--- config.mk ---
export PLATFORM = sky130hd
export DESIGN_NAME = aes_dma_sequencer_flat
export DESIGN_NICKNAME = d
export VERILOG_FILES = /design/src/rtl/aes_dma_sequencer_if.sv /design/src/rtl/aes_dma_sequencer.sv /design/src/flat_wrapper.sv
export SDC_FILE = /design/constraint.sdc
export NUM_CORES = 1
export LEC_CHECK = 0
export CORE_MARGIN = 2
export CORE_UTILIZATION = 53
export DETAILED_ROUTE_END_ITERATION = 8
export GPL_TIMING_DRIVEN = 0
export MAX_ROUTING_LAYER = met4
export PLACE_DENSITY = 0.83
export SYNTH_ARGS = -nofsm -noshare
export SYNTH_HDL_FRONTEND = slang
export SYNTH_SLANG_ARGS = --single-unit
--- constraint.sdc ---
create_clock -name hclk -period 26.4 [get_ports hclk]
set_input_delay 7.92 -clock hclk [delete_from_list [all_inputs] [get_ports hclk]]
set_output_delay 7.92 -clock hclk [all_outputs]
set_load 0.1 [all_outputs]
--- src/rtl/aes_dma_sequencer_if.sv ---
// -----------------------------------------------------------------------------
// aes_dma_sequencer_if
//
// Purpose: bundles the word-transfer handshake towards the AHB master and the
// block handshake towards the AES core, as seen by the sequencer.
//
// Signals:
//   m_req, m_mode, m_addr, m_wdata  sequencer -> AHB master (request side)
//   m_ack, m_rdata, m_err           AHB master -> sequencer (completion side)
//   core_start, core_din            sequencer -> AES core
//   core_dout, core_done            AES core  -> sequencer
//
// Modports:
//   master : the sequencer (drives requests, receives completions)
//   slave  : the AHB master / AES core pair
// -----------------------------------------------------------------------------
interface aes_dma_sequencer_if;
    logic         m_req;
    logic         m_mode;
    logic [31:0]  m_addr;
    logic [31:0]  m_wdata;
    logic         m_ack;
    logic [31:0]  m_rdata;
    logic         m_err;
    logic         core_start;
    logic [127:0] core_din;
    logic [127:0] core_dout;
    logic         core_done;

    modport master (
        output m_req, m_mode, m_addr, m_wdata, core_start, core_din,
        input  m_ack, m_rdata, m_err, core_dout, core_done
    );

    modport slave (
        input  m_req, m_mode, m_addr, m_wdata, core_start, core_din,
        output m_ack, m_rdata, m_err, core_dout, core_done
    );
endinterface

--- src/rtl/aes_dma_sequencer.sv ---
// -----------------------------------------------------------------------------
// aes_dma_sequencer
//
// Purpose: bulk AES job sequencer. For each 128-bit block it fetches four
// words from the source region, hands the block to the AES core, waits for
// the result and writes four words to the destination region. After
// num_blocks blocks (or on a bus error) it pulses done.
//
// Ports:
//   hclk, hrst                 clock, asynchronous active-high reset
//   start                      one-cycle job request (ignored while busy)
//   src_addr, dst_addr         byte addresses of first source/destination word
//   num_blocks                 block count, sampled on an accepted start
//   busy, done, err            job status (err is sticky until next start)
//   bus                        AHB master / AES core handshakes (master modport)
//
// Optional feature: define AES_SEQ_TIMEOUT_EN to abort a transfer when m_ack
// has not arrived after TIMEOUT_CYC cycles of m_req.
// -----------------------------------------------------------------------------
module aes_dma_sequencer #(
    parameter int NB_W        = 16,
    parameter int TIMEOUT_CYC = 256
) (
    input  logic                 hclk,
    input  logic                 hrst,
    input  logic                 start,
    input  logic [31:0]          src_addr,
    input  logic [31:0]          dst_addr,
    input  logic [NB_W-1:0]      num_blocks,
    output logic                 busy,
    output logic                 done,
    output logic                 err,
    aes_dma_sequencer_if.master  bus
);

    typedef enum logic [2:0] {
        S_IDLE, S_FETCH, S_CSTART, S_CWAIT, S_STORE, S_FINISH, S_ABORT
    } state_t;

    state_t          state_q, state_d;
    logic [1:0]      wc_q, wc_d;
    logic [NB_W-1:0] blk_q, blk_d;
    logic [31:0]     src_q, src_d, dst_q, dst_d;
    logic [127:0]    in_buf_q, in_buf_d, out_buf_q, out_buf_d;
    logic            busy_q, busy_d, done_q, done_d, err_q, err_d;
    logic            m_req_q, m_req_d, m_mode_q, m_mode_d;
    logic [31:0]     m_addr_q, m_addr_d, m_wdata_q, m_wdata_d;
    logic            core_start_q, core_start_d;
    logic [127:0]    core_din_q, core_din_d;

    logic [1:0]      wc_inc;
    logic            ack;
    logic            to_abort;

    assign wc_inc = wc_q + 2'd1;
    // An ack only counts while a request is actually outstanding.
    assign ack    = m_req_q & bus.m_ack;

`ifdef AES_SEQ_TIMEOUT_EN
    localparam int TO_W = $clog2(TIMEOUT_CYC + 1);
    logic [TO_W-1:0] to_cnt_q, to_cnt_d;

    always_comb begin
        to_cnt_d = '0;
        to_abort = 1'b0;
        if (m_req_q && !bus.m_ack) begin
            to_cnt_d = to_cnt_q + 1'b1;
            to_abort = (to_cnt_d == TO_W'(TIMEOUT_CYC));
        end
    end

    always_ff @(posedge hclk or posedge hrst) begin
        if (hrst) to_cnt_q <= '0;
        else      to_cnt_q <= to_cnt_d;
    end
`else
    logic unused_timeout_cfg;
    assign unused_timeout_cfg = (TIMEOUT_CYC != 0);
    assign to_abort           = 1'b0;
`endif

    always_comb begin
        state_d      = state_q;
        wc_d         = wc_q;
        blk_d        = blk_q;
        src_d        = src_q;
        dst_d        = dst_q;
        in_buf_d     = in_buf_q;
        out_buf_d    = out_buf_q;
        busy_d       = busy_q;
        done_d       = 1'b0;
        err_d        = err_q;
        m_req_d      = m_req_q;
        m_mode_d     = m_mode_q;
        m_addr_d     = m_addr_q;
        m_wdata_d    = m_wdata_q;
        core_start_d = 1'b0;
        core_din_d   = core_din_q;

        case (state_q)
            S_IDLE: begin
                // done_q is high only in the cycle right after FINISH; a
                // start coinciding with that pulse is dropped.
                if (start && !done_q) begin
                    src_d  = src_addr;
                    dst_d  = dst_addr;
                    blk_d  = num_blocks;
                    err_d  = 1'b0;
                    busy_d = 1'b1;
                    wc_d   = 2'd0;
                    if (num_blocks == '0) begin
                        state_d = S_FINISH;
                    end else begin
                        state_d  = S_FETCH;
                        m_req_d  = 1'b1;
                        m_mode_d = 1'b0;
                        m_addr_d = src_addr;
                    end
                end
            end

            S_FETCH: begin
                if (ack) begin
                    if (bus.m_err) begin
                        state_d = S_ABORT;
                        m_req_d = 1'b0;
                    end else begin
                        // Word 0 lands in [127:96]; ~wc selects the slot.
                        in_buf_d[{~wc_q, 5'b0} +: 32] = bus.m_rdata;
                        src_d    = src_q + 32'd4;
                        m_addr_d = src_q + 32'd4;
                        wc_d     = wc_inc;
                        if (wc_q == 2'd3) begin
                            m_req_d = 1'b0;
                            state_d = S_CSTART;
                        end
                    end
                end else if (to_abort) begin
                    state_d = S_ABORT;
                    m_req_d = 1'b0;
                end
            end

            S_CSTART: begin
                core_start_d = 1'b1;
                core_din_d   = in_buf_q;
                state_d      = S_CWAIT;
            end

            S_CWAIT: begin
                if (bus.core_done) begin
                    out_buf_d = bus.core_dout;
                    state_d   = S_STORE;
                    m_req_d   = 1'b1;
                    m_mode_d  = 1'b1;
                    m_addr_d  = dst_q;
                    m_wdata_d = bus.core_dout[127:96];
                end
            end

            S_STORE: begin
                if (ack) begin
                    if (bus.m_err) begin
                        state_d = S_ABORT;
                        m_req_d = 1'b0;
                    end else begin
                        dst_d     = dst_q + 32'd4;
                        m_addr_d  = dst_q + 32'd4;
                        wc_d      = wc_inc;
                        m_wdata_d = out_buf_q[{~wc_inc, 5'b0} +: 32];
                        if (wc_q == 2'd3) begin
                            blk_d = blk_q - 1'b1;
                            if (blk_q == NB_W'(1)) begin
                                state_d  = S_FINISH;
                                m_req_d  = 1'b0;
                                m_mode_d = 1'b0;
                            end else begin
                                // Next block's fetch follows without a gap.
                                state_d  = S_FETCH;
                                m_mode_d = 1'b0;
                                m_addr_d = src_q;
                            end
                        end
                    end
                end else if (to_abort) begin
                    state_d = S_ABORT;
                    m_req_d = 1'b0;
                end
            end

            S_ABORT: begin
                err_d   = 1'b1;
                state_d = S_FINISH;
            end

            S_FINISH: begin
                done_d  = 1'b1;
                busy_d  = 1'b0;
                state_d = S_IDLE;
            end

            default: state_d = S_IDLE;
        endcase
    end

    always_ff @(posedge hclk or posedge hrst) begin
        if (hrst) begin
            state_q      <= S_IDLE;
            wc_q         <= 2'd0;
            blk_q        <= '0;
            src_q        <= '0;
            dst_q        <= '0;
            in_buf_q     <= '0;
            out_buf_q    <= '0;
            busy_q       <= 1'b0;
            done_q       <= 1'b0;
            err_q        <= 1'b0;
            m_req_q      <= 1'b0;
            m_mode_q     <= 1'b0;
            m_addr_q     <= '0;
            m_wdata_q    <= '0;
            core_start_q <= 1'b0;
            core_din_q   <= '0;
        end else begin
            state_q      <= state_d;
            wc_q         <= wc_d;
            blk_q        <= blk_d;
            src_q        <= src_d;
            dst_q        <= dst_d;
            in_buf_q     <= in_buf_d;
            out_buf_q    <= out_buf_d;
            busy_q       <= busy_d;
            done_q       <= done_d;
            err_q        <= err_d;
            m_req_q      <= m_req_d;
            m_mode_q     <= m_mode_d;
            m_addr_q     <= m_addr_d;
            m_wdata_q    <= m_wdata_d;
            core_start_q <= core_start_d;
            core_din_q   <= core_din_d;
        end
    end

    assign busy           = busy_q;
    assign done           = done_q;
    assign err            = err_q;
    assign bus.m_req      = m_req_q;
    assign bus.m_mode     = m_mode_q;
    assign bus.m_addr     = m_addr_q;
    assign bus.m_wdata    = m_wdata_q;
    assign bus.core_start = core_start_q;
    assign bus.core_din   = core_din_q;

endmodule
--- src/flat_wrapper.sv ---
// flat-port wrapper written by rule: the top's interface ports become plain ports
module aes_dma_sequencer_flat 
#(
    parameter int NB_W        = 16,
    parameter int TIMEOUT_CYC = 256
)
  (hclk, hrst, start, src_addr, dst_addr, num_blocks, busy, done, err, bus_m_req, bus_m_mode, bus_m_addr, bus_m_wdata, bus_core_start, bus_core_din, bus_m_ack, bus_m_rdata, bus_m_err, bus_core_dout, bus_core_done);
  aes_dma_sequencer_if bus_i ();
  input  logic hclk;
  input  logic hrst;
  input  logic start;
  input  logic [31:0] src_addr;
  input  logic [31:0] dst_addr;
  input  logic [NB_W-1:0] num_blocks;
  output logic busy;
  output logic done;
  output logic err;
  output wire logic [$bits(bus_i.m_req)-1:0] bus_m_req;
  output wire logic [$bits(bus_i.m_mode)-1:0] bus_m_mode;
  output wire logic [$bits(bus_i.m_addr)-1:0] bus_m_addr;
  output wire logic [$bits(bus_i.m_wdata)-1:0] bus_m_wdata;
  output wire logic [$bits(bus_i.core_start)-1:0] bus_core_start;
  output wire logic [$bits(bus_i.core_din)-1:0] bus_core_din;
  input wire logic [$bits(bus_i.m_ack)-1:0] bus_m_ack;
  input wire logic [$bits(bus_i.m_rdata)-1:0] bus_m_rdata;
  input wire logic [$bits(bus_i.m_err)-1:0] bus_m_err;
  input wire logic [$bits(bus_i.core_dout)-1:0] bus_core_dout;
  input wire logic [$bits(bus_i.core_done)-1:0] bus_core_done;
  assign bus_m_req = bus_i.m_req;
  assign bus_m_mode = bus_i.m_mode;
  assign bus_m_addr = bus_i.m_addr;
  assign bus_m_wdata = bus_i.m_wdata;
  assign bus_core_start = bus_i.core_start;
  assign bus_core_din = bus_i.core_din;
  assign bus_i.m_ack = bus_m_ack;
  assign bus_i.m_rdata = bus_m_rdata;
  assign bus_i.m_err = bus_m_err;
  assign bus_i.core_dout = bus_core_dout;
  assign bus_i.core_done = bus_core_done;
  aes_dma_sequencer #(.NB_W(NB_W), .TIMEOUT_CYC(TIMEOUT_CYC)) u_core (.hclk(hclk), .hrst(hrst), .start(start), .src_addr(src_addr), .dst_addr(dst_addr), .num_blocks(num_blocks), .busy(busy), .done(done), .err(err), .bus(bus_i));
endmodule
After elaboration in Yosys (flattened, before gate mapping). Cells that the tools add are included.

Bits in registers: 539. Input port bits: 246. Output and inout bits: 198. Word-level logic and storage cells: 138.

$add $sub $neg: 5. Equality and inequality tests: 21. Shifts and indexed selects: 3. Multiplexer cells: 63. Bitwise logic cells: 4. Reduce and logical (&&, ||, !) cells: 26.

Operators by type and width (count): $mux W32 (16); $pmux W32 S2 (3); $bwmux W128 (1); $pmux W32 S4 (1); $shift A32 B9 Y128 const A (1); $shiftx A128 B8 Y32 (1); $shiftx A32 B9 Y128 (1); $add A32 B3 Y32 const B (2); $mux W16 (4); $pmux W16 S2 (1); $mux W3 (10); $mux W1 (18); $pmux W3 S6 (1); $eq A16 B1 Y1 const B (1); $logic_not A16 Y1 (1); $reduce_and A4 Y1 (4); $sub A16 B1 Y16 const B (1); $reduce_bool A2 Y1 (6); $ne A2 B1 Y1 const B (5); $ne A2 B2 Y1 const B (5); $eq A3 B3 Y1 const B (3); $ne A3 B2 Y1 const B (3); $neg A7 Y9 (1); $reduce_and A9 Y1 (1); 24 further kinds (31).

Depth between registers and ports, before layout. Gate-level depths: netlist of the first run.

Word-level depth: 6. Gate-level depth with buffers: 10. Mapped depth without buffers: 8.

Least setup slack after synthesis of the first run. Ideal clock, no wire load.

Path type: input -> register. Start point: in num_blocks[13]. End point: reg u_core.m_wdata_q[10] (netlist: u_core.bus.m_wdata[10]). Library setup time: 126 ps. Arrival: 9747 ps. Data required time: 26274 ps. Path slack: 16527 ps. Stages on the path: 8. Buffers on the path: 2. Cells stage by stage: or4_1 > nor4_1 > and4_1 > buf_2 > nor3_4 > a21boi_2 > buf_4 > mux2_2.

RTL lines: from (decl) (RTL line flat_wrapper.sv:14) `input logic [NB_W-1:0] num_blocks;`; to (signal assigned) (RTL line aes_dma_sequencer.sv:238) `m_wdata_q <= m_wdata_d;`; to (decl) (RTL line aes_dma_sequencer.sv:47) `logic [31:0] m_addr_q, m_addr_d, m_wdata_q, m_wdata_d;`.

Worst setup path after layout of the first run.
Start point: in num_blocks[13]. End point: reg u_core.m_addr_q[0] (netlist: u_core.bus.m_addr[0]).

Word-level cells in the longest chain between the ends: 3.

RTL lines: $logic_not A16 Y1 (RTL line aes_dma_sequencer.sv:111) `if (num_blocks == '0) begin`; $ne A2 B2 Y1 (no source line); $reduce_and A8 Y1 (no source line); to (signal assigned) (RTL line aes_dma_sequencer.sv:237) `m_addr_q <= m_addr_d;`; to (decl) (RTL line aes_dma_sequencer.sv:47).

Every way passes these cells. A chain may end at the register's enable or synchronous reset.

==> results of run 1 <==
==> worst max-delay path by stage <==
stage,end,slack (ns),cells past startpoint
5_1_grt,u_core.bus.m_addr[1],15.11,10
3_5_place_dp,u_core.bus.m_addr[0],14.54,10
2_1_floorplan,u_core.blk_q[0],3.41,1
3_3_place_gp,u_core.bus.m_wdata[18],-2.46,2
6_report,u_core.bus.m_addr[0],14.98,10
4_1_cts,u_core.bus.m_addr[0],15.19,10
==> kinds of logic (layout without fill, tap and decap cells) <==
kind of cell             Yosys count  count (layout)  share of synthesized area
AO/OA/AOI/OAI                    538             538                      0.124
XOR/XNOR                          39              39                     0.0135
adder cells (fa/ha/maj)            9               9                    0.00443
buffers and inverters            198             749                     0.0317
flip-flops                       539             539                      0.531
multiplexers                     337             337                      0.163
other                              0              16                          0
AND/OR/NAND/NOR                  757             757                      0.132
==> Yosys cell counts (all sizes together) (8+ instances only) <==
cell type  number
inv            21
and4           10
buf            46
o21ai         252
nand4          22
a21oi         119
nand2         465
mux4           32
a31oi          22
or3             8
mux2          298
nand3          46
o22ai          27
xor2           12
xnor2          27
nor3           35
nor2           94
clkbuf        131
o31ai           8
dfrtp         539
a22oi          20
ha              9
nor4           21
and3           12
a221oi         10
==> area by class of cell <==
| type | instances | area share |
|---|---|---|
| Antenna cell | 16 | 0.00122 |
| Buffer | 177 | 0.0222 |
| Clock buffer | 79 | 0.0494 |
| Clock inverter | 25 | 0.0114 |
| Inverter | 21 | 0.00264 |
| Multi-Input combinational cell | 1680 | 0.339 |
| Sequential cell | 539 | 0.412 |
| Tap cell | 615 | 0.0235 |
| Timing Repair Buffer | 447 | 0.139 |
==> registers in the layout, summed over array words and instances (netlist names), 3 cells and up <==
register             flops
u_core.dst_q            32
u_core.out_buf_q       128
u_core.in_buf_q        128
u_core.bus.m_addr       32
u_core.blk_q            16
u_core.bus.core_din    128
u_core.src_q            32
u_core.state_q           3
u_core.bus.m_wdata      32
==> layer usage <==
layer	track usage	up-vias	wire length, um
met1	0.475	11200	35900
met2	0.588	1359	43100
li1	-	9623	-
met5	-	-	0
met3	0.0980	285	8910
met4	0.171	0	4640
==> power by group through the flow <==
stage	Clock [mW]	Combinational [mW]	Sequential (mW)
after floorplan	0	0.907	1.81
after global placement	0	2.01	1.30
after detailed placement	0	2.04	1.31
after CTS	0.859	2.06	1.30
after global routing	0.891	2.19	1.33
final	0.854	2.09	1.31
==> critical path, delay by kind of cell <==
family,cells,cell delay (ns)
AOI/OAI and AO/OA,2,0.45
buffers and inverters,4,1.58
and+or+nand+nor,4,1.95
==> metrics by stage <==
step           power (mW)  utilization
3_3_place_gp         3.31        0.644
4_1_cts              4.22        0.688
5_1_grt              4.41        0.689
2_1_floorplan        2.72            -
6_report             4.25        0.689
3_5_place_dp         3.35        0.646
==> reports/results.txt, run 1 <==
Status = complete, no violations
Sequential share of the synthesized area = 0.531
Worst hold stages = 2
RSZ-0062 raised after global routing = no
Pre-CTS setup slack = 14.54 ns
Clock transition at path regs = 0.06 ns
Cell Rows = 80
Placed Cells = 3479
YS warnings = 0
R2R Path Start = u_core.wc_q[0]
Routed wire per std cell = 25.7 um
Worst Path Arrival = 11.92 ns
Initial antenna violation count = 15
Core ar. = 0.0475 sq mm
Switch Pwr = 1.98 mW
Most common cell after layout, fill and taps aside = dfrtp_1
IO buf count = 443
Clock power frac = 0.201
Seq pwr share = 0.308
Largest net degree at the start of global routing = 140
Worst skew pair latency = 0.64 ns
Synthesized flop and latch total = 539
Post-synth cell types = 73
Vias in the first global route = 22.4k
Layout area overhead = 29.0%
DIE HEIGHT = 223 um
Fmax = 87.6 MHz
CTS tree = done
Comb power frac = 0.491
# fillers = 3449
Share of Yosys cell area claimed by the top area cell type = 0.531
R2R Path End = u_core.in_buf_q[72]
Area of the multi-input gates = 0.0111 sq mm
I/O pin count = 444
Largest stage delay, worst path = 0.74 ns
Worst Setup Path Type = in2reg
Gpl congestion = 0.953
Worst path required time = 26.91 ns
Final ANT Viol Nets = 0
Crit-path most repeated cell = buf_2
Nets@finish = 3177
Placed cell area = 0.0307 sq mm
# hold bufs at CTS = 0
Slew @ Worst Pin = 1.21 ns
Setup crit start kind = input pin
Final setup TNS = 0 ns
Post-CTS Resized = 0
Cell internal pwr = 2.27 mW
Initial core utilization = 0.534
Leading area contributor after synthesis = dfrtp_1
CTS root buf = clkbuf_16
Drt first-iter violations = 2636
Vias = 22.5k
Final WS setup = 14.98 ns
H-tree Lvls = 2
Final hold viol count = 0
Min cycle time layout = 11.42 ns
Hold path endpoint = u_core.in_buf_q[125]
Switching share of power = 0.466
DRC = 0
Syn Area/Cell = 10.5 sq um
Mapped Area = 0.0254 sq mm
Sink Count = 539
Critical-path top delay cell = nor4_1
Clock buffer depth = 3
Worst reg2reg path depth = 9
CTS buffer count = 56
Worst Setup End Kind = register
Worst vdd ir = 0.142 mV
Final setup viols = 0
R2R setup slack = 22.09 ns
Final Cycle Share = 0.432
Layout cells sized above 1 = 0.162
Final std cells w/o fill = 3599
Cell count after synthesis = 2417
Final Hold Slack = 0.478 ns
Drt pass-1 iters = 7
Grt total ovfl = 0
HPWL Detailed = 68500 um
PD cells = 130 mW/mm^2
Fin. max-slew vios = 0
Design Area, Final = 0.0327 sq mm
Final WL = 92600 um
Commonest cells after routing, fill and taps aside = dfrtp_1, nand2_1, clkdlybuf4s50_1
Vias per cell = 6.25
Max_slew headroom = 0.184
Worst-path fanout max = 10
Synth Flop Type = dfrtp_1
Ranking of synthesized cells by area = dfrtp_1, mux2_2, nand2_1
Post-CTS setup buffers = 0
Post-Syn Nets = 2672
Hold/Removal Path Class = reg2reg
Total GRT Usage = 0.381
Async SR Flop Fraction = 1.00
Pleak = 13.9 nW
Number of enable flip-flop cells after synthesis = 0
Sequential Area = 0.0135 sq mm
Max Clock Skew = 0.0441 ns
Critical-path cell list = clkdlybuf4s50_1, or4_1, nor4_1, and4_1, buf_2, or3_1, clkbuf_1, buf_2, a311oi_1, a21o_1
First-pass GRT wire length = 139000 um
Area of the die = 0.0497 sq mm
CP startpoint = num_blocks[13]
Beginning of the worst hold path = u_core.in_buf_q[125]
Max-Cap Viols = 0
Die X = 223 um
Note: power is estimated with default switching activity, not from simulation.
==> run 2, diff against run 1 <==
- clock period: 26.4 -> 11.05 ns (I/O delays scaled with it)
==> run 2 against run 1 <==
Compared with the run above: critical path depth did not move; core utilization rose by 0.053 points; power up 140%; via count fell by 0.74%; first-iteration DRC count grew 0.72%; sequential share of layout area hardly changed; global-route usage rose by 0.51 points; highest routed layer unchanged; die area stayed put; wire length grew 1.2%; cell count up 0.17%.
==> reports/results.txt, run 2 (same netlist as run 1, synthesis figures left out) <==
Status = complete, no violations
Fin. max-slew vios = 0
RSZ-0062 raised after global routing = no
Worst-path fanout max = 10
Worst Setup End Kind = register
Grt total ovfl = 0
Design Area, Final = 0.0328 sq mm
Cell Rows = 80
Vias = 22.3k
Clock transition at path regs = 0.06 ns
Worst Setup Path Type = in2reg
Layout area overhead = 29.1%
Post-CTS Resized = 0
R2R Path Start = u_core.wc_q[0]
Pre-CTS setup slack = 3.96 ns
Final WL = 93700 um
Vias per cell = 6.19
CTS buffer count = 55
Fmax = 148 MHz
Worst Path Arrival = 7.26 ns
Total GRT Usage = 0.386
Setup crit start kind = input pin
Nets@finish = 3186
Clock buffer depth = 3
CTS tree = done
Drt first-iter violations = 2655
CP startpoint = num_blocks[13]
Hold/Removal Path Class = reg2reg
Largest stage delay, worst path = 0.73 ns
Layout cells sized above 1 = 0.162
Post-CTS setup buffers = 0
Top cell family by delay on the critical path = simple AND/OR/NAND/NOR gates
Area of the die = 0.0497 sq mm
Slew @ Worst Pin = 1.15 ns
Final WS setup = 4.29 ns
Final setup viols = 0
Final ANT Viol Nets = 0
Most common cell after layout, fill and taps aside = dfrtp_1
Critical-path cell list = clkdlybuf4s50_1, or4_1, nor4_1, and4_1, buf_2, or3_1, clkbuf_1, buf_2, a211oi_1, a21o_1
Routed wire per std cell = 26.0 um
PD cells = 307 mW/mm^2
I/O pin count = 444
Initial antenna violation count = 18
Crit-path most repeated cell = buf_2
Max-Cap Viols = 0
Max Clock Skew = 0.0225 ns
Final setup TNS = 0 ns
Worst skew pair latency = 0.62 ns
Gpl congestion = 0.961
DIE HEIGHT = 223 um
# hold bufs at CTS = 0
DRC = 0
# fillers = 3450
Final Cycle Share = 0.612
HPWL Detailed = 70700 um
Worst path required time = 11.54 ns
Core ar. = 0.0475 sq mm
First-pass GRT wire length = 140000 um
Sink Count = 539
Final Hold Slack = 0.478 ns
Initial core utilization = 0.534
Max_slew headroom = 0.233
H-tree Lvls = 2
Drt pass-1 iters = 6
Die X = 223 um
Worst vdd ir = 0.264 mV
Largest net degree at the start of global routing = 47
CTS root buf = clkbuf_16
Critical-path top delay cell = nor4_1
Min cycle time layout = 6.76 ns
Vias in the first global route = 22.2k
Final hold viol count = 0
CP bufs+invs = 4
Pleak = 13.9 nW
Commonest cells after routing, fill and taps aside = dfrtp_1, nand2_1, clkdlybuf4s50_1
IO buf count = 443
Placed cell area = 0.0309 sq mm
Beginning of the worst hold path = u_core.bus.m_addr[3]
Tot Pwr = 10.0 mW
## run 2: changes by cell type in the layout (fill, tap and decap cells not counted), moves of 2 or more
cell / previous run / this run
buf_12: 0 / 13
buf_16: 4 / 1
bufinv_16: 8 / 6
clkbuf_1: 140 / 143
clkbuf_8: 13 / 8
diode_2: 16 / 19
## run 2: metrics by stage
stage / instances / utilization
after floorplan: 2417 / -
after global placement: 3475 / 0.644
after detailed placement: 3489 / 0.650
after CTS: 3586 / 0.688
after global routing: 3604 / 0.689
final: 3605 / 0.689
## run 2: path summary, 6_finish.rpt
check | to | slack [ns] | cells after the start
max | u_core.bus.m_addr[5] | 4.29 | 10
min | u_core.bus.m_addr[3] | 0.48 | 1
max reg2reg | u_core.in_buf_q[24] | 6.93 | 10
min reg2reg | u_core.bus.m_addr[3] | 0.48 | 1
max in group asynchronous | u_core.bus.m_wdata[4] | 6.15 | 7
min in group asynchronous | u_core.bus.core_din[1] | 3.25 | 2
## run 2: where the power goes
group / switching [mW] / total, mW / internal (mW) / leakage (nW)
combinational: 3.40 / 5.00 / 1.60 / 6.11
sequential: 0.510 / 3.13 / 2.62 / 6.91
clock: 0.806 / 1.92 / 1.11 / 0.898
## run 2: layer usage
metal,track usage,wire length (um),part of all wire
met2,0.600,44000,0.47
met5,-,0,0
met3,0.0864,9120,0.097
met4,0.155,4040,0.043
met1,0.495,36600,0.39
## run 2: worst reg2reg max path, cell delays in order, from the launching register on
cell and delay (ns):
dfrtp_1 0.42, clkbuf_1 0.62, inv_1 0.19, ha_1 0.34, buf_2 0.24, buf_2 0.30, clkbuf_1 0.37, nor2_1 0.79
clkbuf_1 0.47, nand2_1 0.12, o21ai_0 0.18
## run 2: area by class of cell
| cell class | instances | area, sq um | area share |
|---|---|---|---|
| diodes | 19 | 47.5 | 0.00145 |
| plain buffers | 177 | 727 | 0.0222 |
| clock buffers | 76 | 1540 | 0.0468 |
| clock inverters | 21 | 300 | 0.00916 |
| inverters | 21 | 82.6 | 0.00252 |
| multi-input cells | 1680 | 11100 | 0.339 |
| flip-flops and latches | 539 | 13500 | 0.412 |
| well taps | 615 | 769 | 0.0235 |
| repair buffers | 457 | 4720 | 0.144 |
